--- config.mk ---
export PLATFORM = sky130hd
export DESIGN_NAME = pheap_level_ctrl
export DESIGN_NICKNAME = d
export VERILOG_FILES = /design/src/rtl/pheap_level_ctrl.sv
export SDC_FILE = /design/constraint.sdc
export NUM_CORES = 1
export LEC_CHECK = 0
export CAP_MARGIN = 10
export CORE_UTILIZATION = 42
export CTS_BUF_LIST = sky130_fd_sc_hd__clkbuf_16
export DETAILED_ROUTE_END_ITERATION = 6
export PLACE_DENSITY = 0.86
export SYNTH_ARGS = -nofsm -noshare
export SYNTH_HDL_FRONTEND = slang
export SYNTH_SLANG_ARGS = --single-unit
--- constraint.sdc ---
create_clock -name clk -period 6.7 [get_ports clk]
set_input_delay 1.34 -clock clk [delete_from_list [all_inputs] [get_ports clk]]
set_output_delay 1.34 -clock clk [all_outputs]
set_load 0.02 [all_outputs]
--- src/rtl/pheap_level_ctrl.sv ---
// One level of a pipelined min-heap: read-compare-write sequencing of the level RAM,
// token forwarding downward and min-child return upward. Optional counters: PHEAP_LEVEL_STATS_EN.
module pheap_level_ctrl #(
  parameter int RAMLEVEL   = 2,
  parameter int ENTRY_W    = 16,
  parameter int KEY_W      = 8,
  parameter int LAST_LEVEL = 0
) (
  input  logic                clk,
  input  logic                rst,
  input  logic                op_valid,
  output logic                op_ready,
  input  logic                op_del,
  input  logic [RAMLEVEL-2:0] op_idx,
  input  logic                op_dir,
  input  logic [ENTRY_W-1:0]  op_data,
  output logic                up_valid,
  output logic [ENTRY_W-1:0]  up_data,
  output logic                dn_valid,
  input  logic                dn_ready,
  output logic                dn_del,
  output logic [RAMLEVEL-1:0] dn_idx,
  output logic [ENTRY_W-1:0]  dn_data,
  input  logic                fill_valid,
  input  logic [ENTRY_W-1:0]  fill_data,
  output logic                ram_we_a,
  output logic                ram_we_b,
  output logic [RAMLEVEL-2:0] ram_addr_a,
  output logic [RAMLEVEL-2:0] ram_addr_b,
  output logic [ENTRY_W-1:0]  ram_wd_a,
  output logic [ENTRY_W-1:0]  ram_wd_b,
  input  logic [ENTRY_W-1:0]  ram_q_a,
  input  logic [ENTRY_W-1:0]  ram_q_b,
  output logic                overflow
`ifdef PHEAP_LEVEL_STATS_EN
  ,
  output logic [15:0]         ins_cnt,
  output logic [15:0]         del_cnt
`endif
);
  localparam int AW = RAMLEVEL - 1;

  typedef enum logic [1:0] {S_IDLE, S_CMP, S_FWD, S_WAIT_FILL} state_e;

  state_e             state_q;
  logic               del_q;
  logic               dir_q;
  logic [AW-1:0]      idx_q;
  logic [ENTRY_W-1:0] data_q;
  logic               dn_del_q;
  logic [RAMLEVEL-1:0] dn_idx_q;
  logic [ENTRY_W-1:0] dn_data_q;
  logic [AW-1:0]      fill_addr_q;
  logic               overflow_q;

  logic               a_v, b_v, pick_b, ins_lt;
  logic [ENTRY_W-1:0] chosen, fwd_entry;
  logic [AW-1:0]      chosen_addr;

  // Delete idx always has LSB 0, so OR-ing in the pick bit selects the sibling.
  always_comb begin
    a_v         = ram_q_a[ENTRY_W-1];
    b_v         = ram_q_b[ENTRY_W-1];
    pick_b      = b_v && (!a_v || (ram_q_b[KEY_W-1:0] < ram_q_a[KEY_W-1:0]));
    chosen      = pick_b ? ram_q_b : ram_q_a;
    chosen_addr = idx_q | AW'(pick_b);
    ins_lt      = data_q[KEY_W-1:0] < ram_q_a[KEY_W-1:0];
    fwd_entry   = ins_lt ? ram_q_a : data_q;
  end

  always_comb begin
    ram_we_a   = 1'b0;
    ram_we_b   = 1'b0;
    ram_addr_a = idx_q;
    ram_addr_b = idx_q | AW'(1);
    ram_wd_a   = data_q;
    ram_wd_b   = '0;
    case (state_q)
      S_IDLE: begin
        ram_addr_a = op_idx;
        ram_addr_b = op_del ? (op_idx | AW'(1)) : op_idx;
      end
      S_CMP: begin
        if (!del_q) begin
          ram_we_a = !a_v || ins_lt;
        end else if ((LAST_LEVEL != 0) && (a_v || b_v)) begin
          ram_we_a   = 1'b1;
          ram_addr_a = chosen_addr;
          ram_wd_a   = '0;
        end
      end
      S_WAIT_FILL: begin
        ram_we_a   = fill_valid;
        ram_addr_a = fill_addr_q;
        ram_wd_a   = fill_data;
      end
      default: ;
    endcase
  end

  assign op_ready = (state_q == S_IDLE);
  assign dn_valid = (state_q == S_FWD);
  assign up_valid = (state_q == S_CMP) && del_q;
  assign up_data  = chosen;
  assign dn_del   = dn_del_q;
  assign dn_idx   = dn_idx_q;
  assign dn_data  = dn_data_q;
  assign overflow = overflow_q;

  always_ff @(posedge clk or posedge rst) begin
    if (rst) begin
      state_q     <= S_IDLE;
      del_q       <= 1'b0;
      dir_q       <= 1'b0;
      idx_q       <= '0;
      data_q      <= '0;
      dn_del_q    <= 1'b0;
      dn_idx_q    <= '0;
      dn_data_q   <= '0;
      fill_addr_q <= '0;
      overflow_q  <= 1'b0;
    end else begin
      case (state_q)
        S_IDLE: begin
          if (op_valid) begin
            del_q   <= op_del;
            dir_q   <= op_dir;
            idx_q   <= op_idx;
            data_q  <= op_data;
            state_q <= S_CMP;
          end
        end
        S_CMP: begin
          if (!del_q) begin
            if (!a_v) begin
              state_q <= S_IDLE;
            end else if (LAST_LEVEL != 0) begin
              overflow_q <= 1'b1;
              state_q    <= S_IDLE;
            end else begin
              dn_data_q <= fwd_entry;
              dn_idx_q  <= {idx_q, dir_q};
              dn_del_q  <= 1'b0;
              state_q   <= S_FWD;
            end
          end else if (!(a_v || b_v) || (LAST_LEVEL != 0)) begin
            state_q <= S_IDLE;
          end else begin
            dn_data_q   <= '0;
            dn_idx_q    <= {chosen_addr, 1'b0};
            dn_del_q    <= 1'b1;
            fill_addr_q <= chosen_addr;
            state_q     <= S_FWD;
          end
        end
        S_FWD: begin
          if (dn_ready) state_q <= dn_del_q ? S_WAIT_FILL : S_IDLE;
        end
        S_WAIT_FILL: begin
          if (fill_valid) state_q <= S_IDLE;
        end
        default: state_q <= S_IDLE;
      endcase
    end
  end

`ifdef PHEAP_LEVEL_STATS_EN
  logic [15:0] ins_cnt_q, del_cnt_q;

  always_ff @(posedge clk or posedge rst) begin
    if (rst) begin
      ins_cnt_q <= '0;
      del_cnt_q <= '0;
    end else if (op_valid && (state_q == S_IDLE)) begin
      if (!op_del && (ins_cnt_q != 16'hFFFF)) ins_cnt_q <= ins_cnt_q + 16'd1;
      if (op_del && (del_cnt_q != 16'hFFFF)) del_cnt_q <= del_cnt_q + 16'd1;
    end
  end

  assign ins_cnt = ins_cnt_q;
  assign del_cnt = del_cnt_q;
`endif

endmodule

[Word level (Yosys, flattened, before mapping)]
Cells that the tools add are included.
Storage, ports and cells
  latch bits: 0
  memories kept: 0
  bits in read-only memories: 0
  flip-flop bits (word level): 41
  bits in writable memories: 0
  input port bits: 72
Operators by class
  $mul: 0
  order comparisons: 2
  div/mod/pow operators: 0
  bitwise logic cells: 1
  reduce and logical (&&, ||, !) cells: 12
  shifts and indexed selects: 0
  mux-type cells: 25
  $add $sub $neg: 0
  eq/ne operators: 7
Operator list (count)
  two-way mux 16 bit: 6
  two-way mux 2 bit: 10
  less-than comparator 8 bit: 2
  AND reduction 3 bit: 3
  case mux 2 bit (4 select lines): 1
  two-way mux 1 bit: 6
  == test 2 bit (second input constant): 2
  != test 2 x 1 -> 1 bit (second input constant): 2
  != test 2 bit (second input constant): 2
  case mux 1 bit (2 select lines): 2
  logical OR 1 bit: 3
  == test 2 x 1 -> 1 bit (second input constant): 1
  logical AND 1 bit: 2
  logical NOT 2 bit: 1
  AND reduction 2 bit: 1
  nonzero test 2 bit: 1
  logical NOT 1 bit: 1
  OR 1 bit: 1

[Logic depth before layout (Yosys ltp)]
Gate-level depths: netlist of the first run.
  word-level depth: 6
  mapped depth: 8

[Least setup slack after synthesis of the first run]
OpenSTA, ideal clock, no wires.
  path type: input-to-output
  from: input port ram_q_a[2]
  to: output port ram_we_a
  stages: 7
  path buffers: 0
  path slack: 2.448 ns
  data required time: 5.360 ns
  arrival: 2.912 ns
  path through: inv_1 ha_1 a211oi_2 o21ai_2 a211oi_4 nand2b_1 a32o_1
Between the ends
  cells in the longest elaborated chain, start to end: 4
Ends and longest elaborated chain
  from (decl): RTL line 32  | input logic [ENTRY_W-1:0] ram_q_a,
  less-than comparator 8 bit: RTL line 67  | ins_lt = data_q[KEY_W-1:0] < ram_q_a[KEY_W-1:0];
  logical OR 1 bit: RTL line 85  | ram_we_a = !a_v || ins_lt;
  two-way mux 1 bit: RTL line 84  | if (!del_q) begin
  case mux 1 bit (2 select lines): RTL line 78  | case (state_q)
  to (decl): RTL line 26  | output logic ram_we_a,
No other way between the ends.

[Worst setup path after layout of the first run]
  from: input port ram_q_a[6]
  to: output port up_data[13]
Between the ends
  cells in the longest elaborated chain, start to end: 4
Ends and longest elaborated chain
  less-than comparator 8 bit: RTL line 64  | pick_b = b_v && (!a_v || (ram_q_b[KEY_W-1:0] < ram_q_a[KEY_W-1:0]));
  logical OR 1 bit: RTL line 64
  logical AND 1 bit: RTL line 64
  two-way mux 16 bit: RTL line 65  | chosen = pick_b ? ram_q_b : ram_q_a;
  to (decl): RTL line 18  | output logic [ENTRY_W-1:0] up_data,
No other way between the ends.

==> impl_metrics.json, run 1 <==
{
  "dpl_worst_slack_ps": 1190,
  "r2r_slack_ps": 4440,
  "switching_power_uw": 680,
  "start_util_pct": 44.4,
  "io_buffers": 128,
  "hold_violations": 0,
  "worstMarginPinSlew_ps": 1030,
  "cp-start-kind": "primary input",
  "worstPathArrival_ps": 4160,
  "grt_pass1_wl_um": 11400,
  "max_stage_delay_ps": 540,
  "comb_power_share_pct": 58.0,
  "placed_cells": 449,
  "grt_pass1_vias": 2427,
  "synthDistinctLibCells": 35,
  "drive_gt1_share_pct": 17.0,
  "synth-edff-count": 0,
  "overflow": 0,
  "clkLatencyLatePin_ps": 270,
  "worstRegToRegCells": 7,
  "ctsLongestPathBuffers": 2,
  "crit_fanout": 16,
  "dp_hpwl_um": 5490,
  "grt_start_max_net_pins": 42,
  "synthTopCellsByArea": "dfrtp_1 38%, mux2_2 21%, ha_1 8.4%",
  "async_reset_ff_share_pct": 100,
  "cp.depth": 9,
  "cts.sinks": 41,
  "finalWeightedCongestion": 0.797,
  "whs_endpoint": "dn_idx[0]$_DFFE_PP0P_",
  "die_x_um": 82.0,
  "power_frac_seq_pct": 26.5,
  "root_buffer": "clkbuf_16",
  "die_y_um": 82.0,
  "grt_usage_pct": 22.7,
  "yosysTopAreaCellShare_pct": 38.1,
  "multi_input_area_um2": 1470,
  "synth_cells": 253,
  "cp.buffers_inverters": 3,
  "antenna_found_initial": 0,
  "slew_viol_final": 0,
  "min_path_type": "reg -> reg",
  "max_cap_violations": 0,
  "avgSynthCellArea_um2": 10.6,
  "pwr-share-clk_pct": 15.4,
  "synth_area_um2": 2690,
  "synthTopCellsByCount": "50 x mux2_2, 41 x dfrtp_1, 24 x nand2_1",
  "die_area_um2": 6730,
  "first_iter_violations": 89,
  "power_density_nw_per_um2": 420,
  "worst_slack_ps": 1200,
  "drtPass1Iterations": 4,
  "pin_count": 147,
  "finalInstanceArea_um2": 4130,
  "std_cell_rows": 28,
  "ys_seq_area_share_pct": 38.1,
  "critPathKind": "in -> out",
  "setup_tns_ps": 0,
  "seq_area_um2": 1030,
  "wl_per_cell_um": 15.9,
  "antenna-diode-count": 0,
  "min_period_ps": 5500,
  "timing.fmax_mhz": 182,
  "fin_nets": 471,
  "clk_pin_slew_ps": 60,
  "cpMaxStageDelayCell": "clkdlybuf4s50_1",
  "routed_via_density": 5.16,
  "rsz0062_at_grt": "false",
  "swShare_pct": 39.3,
  "setup_viol": 0,
  "drt_wl_total_um": 7280,
  "place_area_um2": 3960,
  "r2r-end": "dn_data[4]$_DFFE_PP0P_",
  "period_share_pct": 82.1,
  "rr_startpoint": "data_q[2]$_DFFE_PP0P_",
  "post_cts_buffers": 0,
  "post_layout_nonfiller_instances": 457,
  "area_delta_synth_final_pct": 53.4,
  "skew_ps": 2.38,
  "cts_buffers": 5,
  "yosysMostFrequentCell": "mux2_2",
  "maxSlewHeadroom_pct": 31.1,
  "fin_util_pct": 68.1,
  "path_cells": "clkdlybuf4s50_1 > inv_1 > ha_1 > a21o_1 > o21ai_0 > o2111ai_1 > o21ai_2 > mux2_2 > clkdlybuf4s50_1",
  "crit_top_cell": "clkdlybuf4s50_1",
  "drc": 0,
  "ys_seq_elements": 41,
  "cts-resized-gates": 0,
  "htreeDepth": 2,
  "synth_largest_area_cell": "dfrtp_1",
  "synth_ff_type": "dfrtp_1",
  "required_ps": 5360,
  "synth_warnings": 1,
  "ant_nets": 0,
  "status": "finished, final reports clean",
  "core-area_um2": 6060,
  "critical-path-top-delay-family": "buffers and inverters",
  "hold_buffers": 0,
  "intPower_uw": 1050,
  "cts_tree": "done",
  "cp-end-kind": "output port",
  "hold_depth": 2,
  "fillers": 459,
  "max-vdd-ir-drop_mv": 0.222,
  "p_leak_uw": 0.00185,
  "vias": 2360,
  "min_from": "dn_idx[0]$_DFFE_PP0P_"
}
worst max-delay path by stage:
| stage | from | to | slack (ps) |
|---|---|---|---|
| after global placement | ram_q_a[6] | up_data[0] | 1220 |
| after CTS | ram_q_a[6] | up_data[13] | 1170 |
| after floorplan | ram_q_a[2] | ram_we_a | 2450 |
| after detailed placement | ram_q_a[6] | up_data[13] | 1190 |
| after global routing | ram_q_a[6] | up_data[1] | 1080 |
| final | ram_q_a[6] | up_data[13] | 1200 |
metal layers:
layer	part of all wire [%]	up-vias	wire (um)	GRT usage [%]
li1	-	1109	-	-
met2	55	115	3970	44.1
met3	7.1	6	516	5.44
met5	0	-	0	0
met4	0.99	0	72	5.96
met1	37	1130	2720	24.1
power by group through the flow:
stage               clock network (uW)  registers (uW)  logic [uW]
global placement                     0             456         986
global route                       286             476        1080
detailed placement                   0             464        1010
floorplan                            0             503         560
CTS                                274             460        1020
finish                             267             459        1000
worst min-delay path: stages (launching register included):
cell and delay (ps):
dfrtp_1 340, nand2_1 40, o21ai_0 60
final cells by class:
cell class / count / area share (%)
tap: 75 / 2.27
clock buffer: 5 / 3.03
multi-input combinational: 184 / 35.7
clock inverter: 3 / 1.00
sequential: 41 / 24.9
inverter: 19 / 1.73
timing repair buffer: 130 / 31.4
logic make-up (layout without fill, tap and decap cells):
family / after synthesis / count (layout) / share of synthesized area, %
DFF: 41 / 41 / 38.1
AOI/OAI and AO/OA: 41 / 41 / 10.4
other: 1 / 18 / 0.139
adders and majority gates: 18 / 18 / 8.37
muxes: 65 / 65 / 26.5
buffers and inverters: 45 / 157 / 9.49
and+or+nand+nor: 42 / 42 / 6.98
layout by cell type, fill, tap and decap left out, drive strengths merged, types with 8 or more instances in the layout:
cell	count
clkdlybuf4s50	128
conb	18
dfrtp	41
ha	18
inv	18
mux2	50
mux2i	15
nand2	24
nor2	8
o21ai	24
sequential cells by signal (all words and copies together) (netlist names):
| name | flops |
|---|---|
| dn_data | 16 |
| dn_idx | 2 |
| state_q | 2 |
| data_q | 16 |
| idx_q | 1 |
| fill_addr_q | 1 |
| dir_q | 1 |
| dn_del | 1 |
| del_q | 1 |
per-stage QoR:
step	total power [uW]	hold WS (ps)
floorplan	1060	479
global placement	1440	462
detailed placement	1470	473
CTS	1750	485
global route	1840	511
finish	1730	478
Note: power is estimated with default switching activity, not from simulation.
==> run 2: changes to the inputs <==
--- a/config.mk
+++ b/config.mk
@@ -6,10 +6,10 @@
 export NUM_CORES = 1
 export LEC_CHECK = 0
 export CAP_MARGIN = 10
-export CORE_UTILIZATION = 42
+export CORE_UTILIZATION = 39
 export CTS_BUF_LIST = sky130_fd_sc_hd__clkbuf_16
 export DETAILED_ROUTE_END_ITERATION = 6
-export PLACE_DENSITY = 0.86
+export PLACE_DENSITY = 0.81
 export SYNTH_ARGS = -nofsm -noshare
 export SYNTH_HDL_FRONTEND = slang
 export SYNTH_SLANG_ARGS = --single-unit
==> constraint.sdc (replaced) <==
create_clock -name clk -period 5.2 [get_ports clk]
set_input_delay 1.04 -clock clk [delete_from_list [all_inputs] [get_ports clk]]
set_output_delay 1.04 -clock clk [all_outputs]
set_load 0.02 [all_outputs]
==> run 2 against run 1 <==
  * Clock-buffer cell count is the same
  * Clock skew grew 4.6 ps
  * Sequential power grew 28%
  * Hold slack gained 9.3 ps
  * Cell count grew 0.22%
  * Combinational power grew 29%
  * Critical path depth is the same
  * Worst setup slack lost 930 ps
  * Wire length shrank 4.9%
  * Clock power grew 27%
  * First-iteration DRC count shrank 25%
  * Sequential cell count is the same
==> impl_metrics.json, run 2 (synthesis results as in run 1) <==
{
  "core-area_um2": 6490,
  "cp.buffers_inverters": 3,
  "r2r_slack_ps": 3020,
  "io_buffers": 128,
  "drt_wl_total_um": 6920,
  "cp.depth": 9,
  "route.met2.wl_um": 3340,
  "cpMaxStageDelayCell": "clkdlybuf4s50_1",
  "wl_per_cell_um": 15.1,
  "cts.sinks": 41,
  "p_leak_uw": 0.00185,
  "first_iter_violations": 67,
  "worstMarginPinSlew_ps": 1010,
  "cts_tree": "done",
  "mostFrequentLayoutCells": "128 x clkdlybuf4s50_1, 50 x mux2_2, 41 x dfrtp_1",
  "grt_pass1_wl_um": 11400,
  "hold_buffers": 0,
  "antenna-diode-count": 0,
  "root_buffer": "clkbuf_16",
  "antenna_found_initial": 0,
  "worstRegToRegCells": 7,
  "die_y_um": 85.1,
  "post_cts_buffers": 0,
  "rr_startpoint": "data_q[2]$_DFFE_PP0P_",
  "path_cells": "clkdlybuf4s50_1 > inv_1 > ha_1 > a21o_1 > o21ai_0 > o2111ai_1 > o21ai_2 > mux2_2 > clkdlybuf4s50_1",
  "max_cap_violations": 0,
  "vias": 2288,
  "slew_viol_final": 0,
  "grt_usage_pct": 20.1,
  "max-vdd-ir-drop_mv": 0.283,
  "timing.fmax_mhz": 203,
  "routed_via_density": 5.00,
  "skew_ps": 6.95,
  "area_delta_synth_final_pct": 53.1,
  "top_layer": "met4",
  "seq_area_um2": 1030,
  "htreeDepth": 2,
  "std_cell_rows": 29,
  "cp-end-kind": "output port",
  "drive_gt1_share_pct": 16.8,
  "status": "finished, final reports clean",
  "pin_count": 147,
  "critPathKind": "in -> out",
  "rsz0062_at_grt": "false",
  "min_path_type": "reg -> reg",
  "start_util_pct": 41.4,
  "drtPass1Iterations": 4,
  "cp-start-kind": "primary input",
  "ctsLongestPathBuffers": 2,
  "power_uw": 2210,
  "crit_top_cell": "clkdlybuf4s50_1",
  "ant_nets": 0,
  "wl_met1_um": 3040,
  "cts_buffers": 5,
  "cts-resized-gates": 0,
  "critPathCapture": "up_data[7]",
  "die_x_um": 85.1,
  "min_period_ps": 4930,
  "grt_start_max_net_pins": 42,
  "clkLatencyLatePin_ps": 270,
  "setup_tns_ps": 0,
  "required_ps": 4160,
  "clk_pin_slew_ps": 60,
  "layout_commonest_cell": "clkdlybuf4s50_1",
  "routed-wl-met3_um": 497,
  "max_stage_delay_ps": 550,
  "setup_viol": 0,
  "hold_violations": 0,
  "finalWeightedCongestion": 0.765,
  "grt_pass1_vias": 2308,
  "fillers": 521,
  "critical-path-top-delay-family": "buffers and inverters",
  "power_density_nw_per_um2": 538,
  "die_area_um2": 7230,
  "r2r-end": "dn_data[3]$_DFFE_PP0P_",
  "overflow": 0,
  "dp_hpwl_um": 5180,
  "fin_nets": 470,
  "maxSlewHeadroom_pct": 33.0,
  "drc": 0,
  "crit_fanout": 16,
  "period_share_pct": 94.8,
  "cp-startpoint": "ram_q_a[6]",
  "worstPathArrival_ps": 3890,
  "multi_input_area_um2": 1470
}
==> run 2: worst min-delay path by stage <==
stage | startpoint | to | slack, ps | cells after the start
6_report | dn_data[0]$_DFFE_PP0P_ | dn_data[0]$_DFFE_PP0P_ | 490 | 2
5_1_grt | dn_data[8]$_DFFE_PP0P_ | dn_data[8]$_DFFE_PP0P_ | 510 | 2
4_1_cts | dn_data[0]$_DFFE_PP0P_ | dn_data[0]$_DFFE_PP0P_ | 490 | 2
3_5_place_dp | dn_data[0]$_DFFE_PP0P_ | dn_data[0]$_DFFE_PP0P_ | 470 | 2
3_3_place_gp | dn_data[12]$_DFFE_PP0P_ | dn_data[12]$_DFFE_PP0P_ | 460 | 2
2_1_floorplan | dir_q$_DFFE_PP0P_ | dir_q$_DFFE_PP0P_ | 480 | 1
==> run 2: worst min-delay path, delay by kind of cell (launching register included) <==
kind / cells / cell delay, ps
flip-flops: 1 / 350
AO/OA/AOI/OAI: 1 / 60
AND/OR/NAND/NOR: 1 / 50
==> run 2: final cells by class <==
cell class | instances | share of cell area [%]
multi-input cells | 184 | 35.8
repair buffers | 129 | 31.3
flip-flops and latches | 41 | 24.9
clock buffers | 5 | 3.04
well taps | 77 | 2.34
inverters | 19 | 1.73
clock inverters | 3 | 0.912
==> run 2: per-stage QoR <==
step	utilization [%]	instances	cell area [um2]	hold slack [ps]	setup slack (ps)
2_1_floorplan	-	270	2750	479	1550
3_3_place_gp	60.9	450	3960	463	308
3_5_place_dp	60.9	450	3960	473	297
4_1_cts	63.4	458	4120	486	281
5_1_grt	63.4	458	4120	510	89.2
6_report	63.4	458	4120	487	271
==> run 2: power breakdown <==
part	total, uW	switching [uW]	internal (uW)
combinational	1290	633	653
sequential	588	113	475
clock	340	117	223
total	2210	863	1350
==> run 2: per-layer routing <==
| metal | GRT usage, % | vias up |
|---|---|---|
| met2 | 34.2 | 99 |
| met5 | 0 | - |
| met4 | 3.70 | 0 |
| met1 | 25.8 | 1077 |
| li1 | - | 1108 |
| met3 | 5.45 | 4 |
